### src/rtl/voter_ballot_collector.sv
// Ballot collector for the 4-voter majority voter: gathers one vote per voter
// within a timeout window, presents the ballot, and latches the verdict until acked.
module voter_ballot_collector #(
    parameter int unsigned TIMEOUT_CYCLES = 16,
    parameter int unsigned CNT_W          = 5
) (
    input  logic       clk,
    input  logic       rst_n,
    input  logic       start,
    input  logic [3:0] vote_valid,
    input  logic [3:0] vote_val,
    output logic [3:0] vote_ack,
    output logic [3:0] ballot,
    output logic       ballot_valid,
    input  logic [2:0] verdict_in,
    output logic [2:0] result,
    output logic       result_valid,
    input  logic       result_ack,
    output logic       timed_out,
    output logic       verdict_err,
    output logic       busy
);

    localparam int unsigned NV = 4;
    localparam logic [CNT_W-1:0] TIMER_LAST = CNT_W'(TIMEOUT_CYCLES - 1);

    typedef enum logic [1:0] {
        S_IDLE    = 2'd0,
        S_COLLECT = 2'd1,
        S_EVAL    = 2'd2,
        S_DONE    = 2'd3
    } state_e;

    state_e            state_q, state_d;
    logic [NV-1:0]     ballot_q, ballot_d;
    logic [NV-1:0]     recv_q, recv_d;
    logic [NV-1:0]     vote_ack_q, vote_ack_d;
    logic [CNT_W-1:0]  timer_q, timer_d;
    logic [2:0]        result_q, result_d;
    logic              result_valid_q, result_valid_d;
    logic              ballot_valid_q, ballot_valid_d;
    logic              timed_out_q, timed_out_d;
    logic              verdict_err_q, verdict_err_d;
    logic              busy_q, busy_d;
    logic [NV-1:0]     accept_c;
    logic              verdict_onehot_c;

    // Only the three legal one-hot verdict codes are accepted from the voter.
    assign verdict_onehot_c = (verdict_in == 3'b100) || (verdict_in == 3'b010) ||
                              (verdict_in == 3'b001);

    // State and output registers
    always_ff @(posedge clk or negedge rst_n) begin
        if (!rst_n) begin
            state_q        <= S_IDLE;
            ballot_q       <= '0;
            recv_q         <= '0;
            vote_ack_q     <= '0;
            timer_q        <= '0;
            result_q       <= '0;
            result_valid_q <= 1'b0;
            ballot_valid_q <= 1'b0;
            timed_out_q    <= 1'b0;
            verdict_err_q  <= 1'b0;
            busy_q         <= 1'b0;
        end else begin
            state_q        <= state_d;
            ballot_q       <= ballot_d;
            recv_q         <= recv_d;
            vote_ack_q     <= vote_ack_d;
            timer_q        <= timer_d;
            result_q       <= result_d;
            result_valid_q <= result_valid_d;
            ballot_valid_q <= ballot_valid_d;
            timed_out_q    <= timed_out_d;
            verdict_err_q  <= verdict_err_d;
            busy_q         <= busy_d;
        end
    end

    // Next-state and next-output logic
    always_comb begin
        state_d        = state_q;
        ballot_d       = ballot_q;
        recv_d         = recv_q;
        vote_ack_d     = '0;
        timer_d        = timer_q;
        result_d       = result_q;
        result_valid_d = result_valid_q;
        ballot_valid_d = 1'b0;
        timed_out_d    = timed_out_q;
        verdict_err_d  = verdict_err_q;
        accept_c       = '0;

        unique case (state_q)
            S_IDLE: begin
                if (start) begin
                    state_d       = S_COLLECT;
                    ballot_d      = '0;
                    recv_d        = '0;
                    timer_d       = '0;
                    timed_out_d   = 1'b0;
                    verdict_err_d = 1'b0;
                end
            end
            S_COLLECT: begin
                // First vote per voter wins; repeats are silently dropped.
                accept_c   = vote_valid & ~recv_q;
                vote_ack_d = accept_c;
                ballot_d   = (ballot_q & ~accept_c) | (vote_val & accept_c);
                recv_d     = recv_q | accept_c;
                timer_d    = timer_q + CNT_W'(1);
                if (recv_d == {NV{1'b1}}) begin
                    state_d        = S_EVAL;
                    ballot_valid_d = 1'b1;
                end else if (timer_q == TIMER_LAST) begin
                    state_d        = S_EVAL;
                    ballot_valid_d = 1'b1;
                    timed_out_d    = 1'b1;
                end
            end
            S_EVAL: begin
                result_d       = verdict_onehot_c ? verdict_in : 3'b000;
                verdict_err_d  = ~verdict_onehot_c;
                result_valid_d = 1'b1;
                state_d        = S_DONE;
            end
            S_DONE: begin
                if (result_ack) begin
                    state_d        = S_IDLE;
                    result_valid_d = 1'b0;
                end
            end
            default: state_d = S_IDLE;
        endcase

        busy_d = (state_d != S_IDLE);
    end

    assign vote_ack     = vote_ack_q;
    assign ballot       = ballot_q;
    assign ballot_valid = ballot_valid_q;
    assign result       = result_q;
    assign result_valid = result_valid_q;
    assign timed_out    = timed_out_q;
    assign verdict_err  = verdict_err_q;
    assign busy         = busy_q;

endmodule

### config.mk
export PLATFORM = sky130hd
export DESIGN_NAME = voter_ballot_collector
export DESIGN_NICKNAME = d
export VERILOG_FILES = /design/src/rtl/voter_ballot_collector.sv
export SDC_FILE = /design/constraint.sdc
export NUM_CORES = 1
export LEC_CHECK = 0
export ABC_AREA = 1
export BUFFER_PORTS_ARGS = -buffer_cell sky130_fd_sc_hd__buf_4
export CAP_MARGIN = 20
export CORE_ASPECT_RATIO = 1.4
export CORE_MARGIN = 4
export CORE_UTILIZATION = 30
export CTS_CLUSTER_SIZE = 30
export DETAILED_ROUTE_END_ITERATION = 10
export PLACE_DENSITY = 0.52
export SLEW_MARGIN = 15
export SYNTH_ARGS = -nofsm -noshare
export SYNTH_HDL_FRONTEND = slang
export SYNTH_SLANG_ARGS = --single-unit
### constraint.sdc
create_clock -name clk -period 2 [get_ports clk]
set_input_delay 0.4 -clock clk [delete_from_list [all_inputs] [get_ports clk]]
set_output_delay 0.4 -clock clk [all_outputs]
set_load 0.1 [all_outputs]
==> reports/metrics.csv, run 1 <==
metric,value,unit
status,"finished, final reports clean",
Slew HR,0.765,
dominant synthesized flop cell,dfrtp_1,
Area Growth Syn to Fin,26.9,%
Layout fillers,407,
crit path capture type,register,
die area,4870,um2
Routed Wire Length,2.38,mm
DRC violation count after routing,0,
period utilization,0.673,
initial antenna violation count,0,
most common cell in the netlist,nand2_1,
setup bufs post-CTS,0,
GRT Max-Usage Layer,met2,
Final TNS setup,0,ps
die extent in x,60.2,um
hold-fix buffers at CTS,0,
# diodes,0,
Synth Register Bits,27,
Max Cap Viol,0,
layout cells sized above 1,0.253,
vias per cell,4.60,
Final Max Tran Viols,0,
GR Util met3,0.0270,
clk_lat worst skew,270,ps
clk_skew,1.30,ps
H-tree Lvls,1,
WS Path Type,register to register,
drt first-iter violations,17,
Worst Hold Class,input pin to asynchronous set/reset pin,
Vias,919,
Post-Syn Instances,125,
largest family of logic cells by synthesized area,simple AND/OR/NAND/NOR gates,
TritonCTS clock tree,yes,
Slew @ Worst Pin,352,ps
top post-synthesis cells by count,"33 x nand2_1, 27 x dfrtp_1, 16 x inv_1",
RSZ-0062 raised after global routing,false,
critical path required time,2170,ps
mux cell area share after synthesis,0,
Final Wtd Congestion,0.632,
Post-synth ARST share,1.00,
GRT met2 Usage,0.196,
complex-gate fraction of the synthesized area,0.0701,
die height,81.0,um
flop2flop setup slack,650,ps
DRT antenna net count,0,
Resize count post-CTS,0,
Sink Count,27,
"Avg Cell Area, Syn",9.14,um2
top post-synthesis cells by area,"dfrtp_1 59%, nand2_1 11%, nand3_1 6.6%, inv_1 5.3%, nor2_1 3.6%",
Wirelength per Cell,11.9,um
final hold vios,0,
sequential share of the synthesized area,0.591,
largest net degree at the start of global routing,28,
grt ovf,0,
CTS root buf,clkbuf_8,
CP max FO,4,
initial core utilization,0.311,
endpoints failing setup,0,
Clock Path Buffers,2,
CP arrival,1510,ps
vias in the first global route,963,
final critical-path required period,1350,ps
row count,26,
Synth top area share,0.591,
Peak Freq,743,MHz
Detail Placement HPWL,1.80,mm
Syn. warnings,0,
Ports,31,
Post-synth EDFFs,0,
number of port buffers,30,
Final nets,176,
first-pass GRT wire length,4.12,mm
GR Util All Layers,0.114,
"Distinct cells, synth",16,
Core Area,3680,um2
Post-Syn Area,1140,um2
cts bufs inserted,3,
XOR/XNOR Fraction of Synth Area,0,
Post-Synth Simple-Gate Area,0.244,
DR pass1 iterations,2,
leading area contributor after synthesis,dfrtp_1,
adder-cell share of the synthesized area,0.0219,
clock slew seen by the registers of the worst setup and hold paths,90,ps
met1 Usage GRT,0.130,
syn nets,142,
CP Launch Type,register,
==> layout make-up <==
cell class                      count  area [um2]  area share
Clock buffer                        4        45.0      0.0311
Inverter                           18        67.6      0.0466
Multi-Input combinational cell     79         384       0.265
Sequential cell                    27         676       0.466
Tap cell                           42        52.6      0.0362
Timing Repair Buffer               30         225       0.155
==> cells by family (layout without fill, tap and decap cells) <==
logic type,Yosys count,in the layout
adder cells (fa/ha/maj),2,2
AO/OA/AOI/OAI,14,14
buffers and inverters,19,52
flip-flops,27,27
AND/OR/NAND/NOR,63,63
==> critical path, stage by stage, from the launching register on <==
cell and delay, ps:
dfrtp_1 420, ha_1 220, nand2_1 100, nor2_1 50, ha_1 200, inv_1 60
nand2_1 50, nand2_1 90, nand2_1 60
==> final timing paths <==
kind                               from      endpoint  cells past startpoint
setup reg to reg             timer_q[0]          busy                      8
min in group clk            vote_val[0]     ballot[0]                      3
hold reg to reg            result_valid  result_valid                      2
hold / removal                    rst_n   vote_ack[1]                      1
setup / recovery             timer_q[0]          busy                      8
max in group asynchronous         rst_n    timer_q[4]                      1
==> flip-flops by register name, indices dropped and copies added, names as in the netlist <==
name	flops
state_q	2
result_valid	1
timer_q	5
result	3
recv_q	4
ballot	4
verdict_err	1
timed_out	1
busy	1
ballot_valid	1
vote_ack	4
==> cells in the final DEF, fill, tap and decap left out, types with 2 or more instances in the layout <==
cell       n
nand2_1   33
o21ai_0    6
nor2_1    11
nand3_1   15
ha_1       2
dfrtp_1   27
o22ai_1    5
inv_2      2
nand2_4    2
inv_1     16
buf_4     30
clkbuf_8   3
==> routing by layer <==
layer,up-vias,routed length [um],share of wire
li1,461,-,-
met1,434,954,0.40
met2,20,1250,0.52
met3,4,133,0.056
met4,0,45,0.019
met5,-,0,0
==> per-stage QoR <==
| step | hold slack (ps) | setup slack (ps) | cell area [um2] | util | cells |
|---|---|---|---|---|---|
| after floorplan | 104 | 702 | 1140 | - | 125 |
| after CTS | 34.9 | 650 | 1450 | 0.394 | 200 |
| final | 24.1 | 655 | 1450 | 0.394 | 200 |
| after detailed placement | 341 | 664 | 1410 | 0.382 | 196 |
| after global routing | 37.0 | 534 | 1450 | 0.394 | 200 |
| after global placement | 331 | 703 | 1410 | 0.382 | 196 |
Power of run 1 is left out: the tool's default activity adds up to more than one toggle a clock period on the data nets, which glitch-free logic cannot reach.
==> inputs of run 2 (changes only) <==
Settings changed: ABC_AREA 1 to 0, PLACE_DENSITY 0.52 to 0.53.
Clock period 2 ns to 1.2 ns, I/O delays scaled along.
==> reports/metrics.csv, run 2 <==
metric,value,unit
status,"finished, violations left",
failing checks,negative setup slack,
Post-synth ARST share,1.00,
H-tree Lvls,1,
Clock Path Buffers,2,
Area Growth Syn to Fin,43.7,%
WP buf/inv,0,
Ports,31,
initial antenna violation count,0,
top post-synthesis cells by area,"dfrtp_1 58%, a22o_1 4.5%, and4bb_1 4.3%, a21oi_1 3.9%, nor2_1 3.5%",
Routed Wire Length,2.66,mm
top cell family by delay on the critical path,flip-flops,
Final Wtd Congestion,0.780,
Sink Count,27,
clk_skew,3.74,ps
critical path required time,1360,ps
R2R Path End,state_q[1],
cell depth of the worst setup path,4,
largest net degree at the start of global routing,28,
Final Max Tran Viols,0,
cts bufs inserted,3,
endpoints failing setup,7,
Final TNS setup,-171,ps
clock slew seen by the registers of the worst setup and hold paths,90,ps
RSZ-0062 raised after global routing,true,
# diodes,0,
Slew HR,0.770,
R2R Path Start,timer_q[1],
Syn. warnings,0,
hold slack,174,ps
dominant synthesized flop cell,dfrtp_1,
DRC violation count after routing,0,
Post-Syn Area,1170,um2
CP arrival,1420,ps
top post-synthesis cells by count,"27 x dfrtp_1, 11 x nor2_1, 9 x a21oi_1",
vias per cell,4.97,
max reg flops,5,
"Distinct cells, synth",28,
Detail Placement HPWL,2.01,mm
Slew @ Worst Pin,344,ps
Final nets,167,
Wirelength per Cell,13.9,um
first-pass GRT wire length,4.20,mm
r2r worst-path depth,4,
post-route insts no fill,191,
CP max stage delay,390,ps
leading area contributor after synthesis,dfrtp_1,
flop2flop setup slack,-70,ps
number of port buffers,30,
TritonCTS clock tree,yes,
crit-path cells,ha_2 -> and3_4 -> ha_4 -> o31a_1,
Post-synth EDFFs,0,
vias in the first global route,903,
drt first-iter violations,45,
crit path capture type,register,
pre-CTS setup slack,-88.5,ps
most frequent cells in the layout,"33 x buf_4, 21 x dfrtp_1, 11 x nor2_1, 10 x buf_6, 9 x a21oi_1",
"Avg Cell Area, Syn",11.2,um2
Synth Register Bits,27,
worst setup path startpoint,timer_q[1],
die area,4960,um2
final critical-path required period,1270,ps
"commonest non-fill, non-tap cell in the layout",buf_4,
DR pass1 iterations,4,
Max Cap Viol,0,
syn nets,121,
sequential share of the synthesized area,0.579,
Peak Freq,790,MHz
placed cells,182,
die extent in x,60.7,um
clk_lat worst skew,260,ps
Post-Syn Instances,104,
CTS root buf,clkbuf_8,
layout cells sized above 1,0.416,
DRT antenna net count,0,
Reg with most FFs,timer_q,
Layout fillers,358,
initial core utilization,0.314,
most common cell in the netlist,dfrtp_1,
"Slowest-stage cell, CP",dfrtp_1,
CP Launch Type,register,
Vias,950,
Core Area,3710,um2
GR Util All Layers,0.113,
CP max FO,4,
CP Capture Point,state_q[1],
final hold vios,0,
WS Path Type,register to register,
period utilization,1.05,
die height,81.8,um
grt ovf,0,
Worst Hold Class,input pin to register,
Synth top area share,0.579,
row count,26,
setup ws final,-65.8,ps
[run 2: cell types whose count changed after synthesis, moves of 2 or more]
cell,delta
a21oi_1,+8
a22o_1,+6
and4bb_1,+4
buf_2,+3
inv_1,-13
inv_2,-2
nand2_1,-25
nand2_4,-2
nand2b_1,+5
nand3_1,-15
o21ai_0,-3
o21ai_1,+3
o22ai_1,-3
o31ai_1,+3
[run 2: kinds of logic after synthesis]
logic type,synth area share
compound gates,0.179
simple gates,0.170
buf+inv,0.0225
flops,0.579
fa+ha+maj,0.0215
mux,0.0279
[run 2: worst min path at each step]
stage / startpoint / to / slack [ps] / depth (start not counted)
global route: verdict_in[0] / result[2] / 160 / 2
finish: verdict_in[0] / result[2] / 170 / 2
CTS: verdict_in[0] / result[2] / 170 / 2
floorplan: rst_n / ballot[0] / -60 / 0
detailed placement: rst_n / result[1] / 180 / 1
global placement: rst_n / busy / 170 / 1
[run 2: final cells by class]
cell class	instances	area (um2)	share of cell area
Sequential cell	27	683	0.408
Inverter	3	11.3	0.00672
Multi-Input combinational cell	71	513	0.306
Tap cell	42	52.6	0.0314
Clock buffer	4	45.0	0.0269
Timing Repair Buffer	44	370	0.221
[run 2: what timing repair did]
item                       CTS  global route
setup buffers                0             4
setup endpoints to repair   17            22
pin swaps                    3             4
hold endpoints to repair    27             0
hold buffers                 1             0
resized for setup            4            15
[run 2: through the flow]
stage	instance area, um2	util
final	1680	0.452
after floorplan	1190	-
after detailed placement	1520	0.410
after CTS	1590	0.429
after global routing	1680	0.452
after global placement	1520	0.410
[run 2: layer usage]
metal | share of wire | GRT usage
met5 | 0 | 0
met4 | 0.0079 | 0.0390
met3 | 0.056 | 0.0204
met2 | 0.51 | 0.186
met1 | 0.42 | 0.145
Power of run 2 is left out for the same reason.
==> inputs of run 3 (changes only) <==
Settings changed: CELL_PAD_IN_SITES_DETAIL_PLACEMENT from default to 0, CELL_PAD_IN_SITES_GLOBAL_PLACEMENT from default to 2, CORE_UTILIZATION 30 to 29, PLACE_DENSITY 0.53 to 0.75.
==> reports/metrics.csv, run 3 (synthesis gave the netlist of run 2 again) <==
metric,value,unit
grt ovf,0,
met1 Usage GRT,0.145,
cts bufs inserted,3,
crit-path cells,ha_2 -> and3_4 -> ha_4 -> o31a_1,
clk_skew,3.55,ps
Routed Wire Length,2.91,mm
Final Wtd Congestion,0.780,
WS Path Type,register to register,
Layout fillers,380,
largest net degree at the start of global routing,28,
CP max FO,4,
endpoints failing setup,8,
DRC violation count after routing,0,
# diodes,0,
most frequent cells in the layout,"40 x buf_4, 21 x dfrtp_1, 10 x buf_6",
period utilization,1.06,
CP max stage delay,390,ps
die height,83.0,um
pre-CTS setup slack,-91.4,ps
H-tree Lvls,1,
GRT Max-Usage Layer,met2,
Slew @ Worst Pin,446,ps
Final Max Tran Viols,0,
Core Area,3920,um2
CTS root buf,clkbuf_8,
GR Util All Layers,0.114,
Final nets,174,
clk_lat worst skew,270,ps
CP Launch Type,register,
drt first-iter violations,29,
layout cells sized above 1,0.494,
first-pass GRT wire length,4.49,mm
"commonest non-fill, non-tap cell in the layout",buf_4,
vias per cell,4.90,
Wirelength per Cell,14.6,um
final hold vios,0,
flop2flop setup slack,-70,ps
post-route insts no fill,199,
initial antenna violation count,0,
critical path required time,1360,ps
Slew HR,0.702,
number of port buffers,30,
status,"finished, violations left",
Worst Hold Class,input pin to register,
DRT antenna net count,0,
placed cells,185,
clock slew seen by the registers of the worst setup and hold paths,90,ps
vias in the first global route,977,
Detail Placement HPWL,1.96,mm
TritonCTS clock tree,yes,
Ports,31,
GR Util met3,0.0156,
row count,27,
crit path capture type,register,
setup ws final,-69.0,ps
Clock Path Buffers,2,
Peak Freq,788,MHz
Reg with most FFs,timer_q,
Area Growth Syn to Fin,52.3,%
Sink Count,27,
die area,5110,um2
initial core utilization,0.298,
RSZ-0062 raised after global routing,true,
die extent in x,61.6,um
final critical-path required period,1270,ps
max reg flops,5,
failing checks,negative setup slack,
Vias,976,
"Slowest-stage cell, CP",dfrtp_1,
GRT met2 Usage,0.190,
Max Cap Viol,0,
CP arrival,1430,ps
DR pass1 iterations,4,
[run 3: cell count changes in the layout (fill, tap and decap cells not counted), sizes merged]
cell  previous run  this run
buf             43        50
[run 3: layer usage]
layer,vias up,share of wire
met5,-,0
met4,0,0.0076
met3,2,0.050
met2,22,0.55
met1,470,0.39
li1,482,-
[run 3: final timing paths]
| path | endpoint | from | cells after the start |
|---|---|---|---|
| setup / recovery | state_q[1] | timer_q[0] | 4 |
| hold / removal | result[2] | verdict_in[0] | 2 |
| setup reg to reg | state_q[1] | timer_q[0] | 4 |
| hold reg to reg | timer_q[3] | timer_q[3] | 1 |
| max in group asynchronous | verdict_err | rst_n | 2 |
| min in group asynchronous | result[1] | rst_n | 2 |
[run 3: critical path: cells and delay by family (launching register included)]
| kind | cells | cell delay [ps] |
|---|---|---|
| adder cells (fa/ha/maj) | 2 | 360 |
| AO/OA/AOI/OAI | 1 | 230 |
| flip-flops | 1 | 390 |
| AND/OR/NAND/NOR | 1 | 180 |
[run 3: repair_timing]
item,in CTS,in global routing
hold buffers,1,0
resized for setup,2,33
pin swaps,3,10
setup endpoints to repair,18,24
setup buffers,0,9
cloned,0,0
endpoints found under the hold margin,27,0
[run 3: layout make-up]
type / instances / area (um2) / share of cell area
Inverter: 3 / 11.3 / 0.00634
Tap cell: 43 / 53.8 / 0.0303
Timing Repair Buffer: 51 / 423 / 0.238
Multi-Input combinational cell: 71 / 559 / 0.315
Sequential cell: 27 / 683 / 0.385
Clock buffer: 4 / 45.0 / 0.0254
[run 3: through the flow]
| step | hold WS, ps | utilization | area [um2] | TNS (ps) |
|---|---|---|---|---|
| floorplan | -55.6 | - | 1190 | -73.6 |
| global placement | 175 | 0.392 | 1540 | -444 |
| detailed placement | 182 | 0.392 | 1540 | -482 |
| CTS | 164 | 0.407 | 1600 | -190 |
| global route | 152 | 0.453 | 1780 | -821 |
| finish | 174 | 0.453 | 1780 | -277 |
Power of run 3 is left out for the same reason.
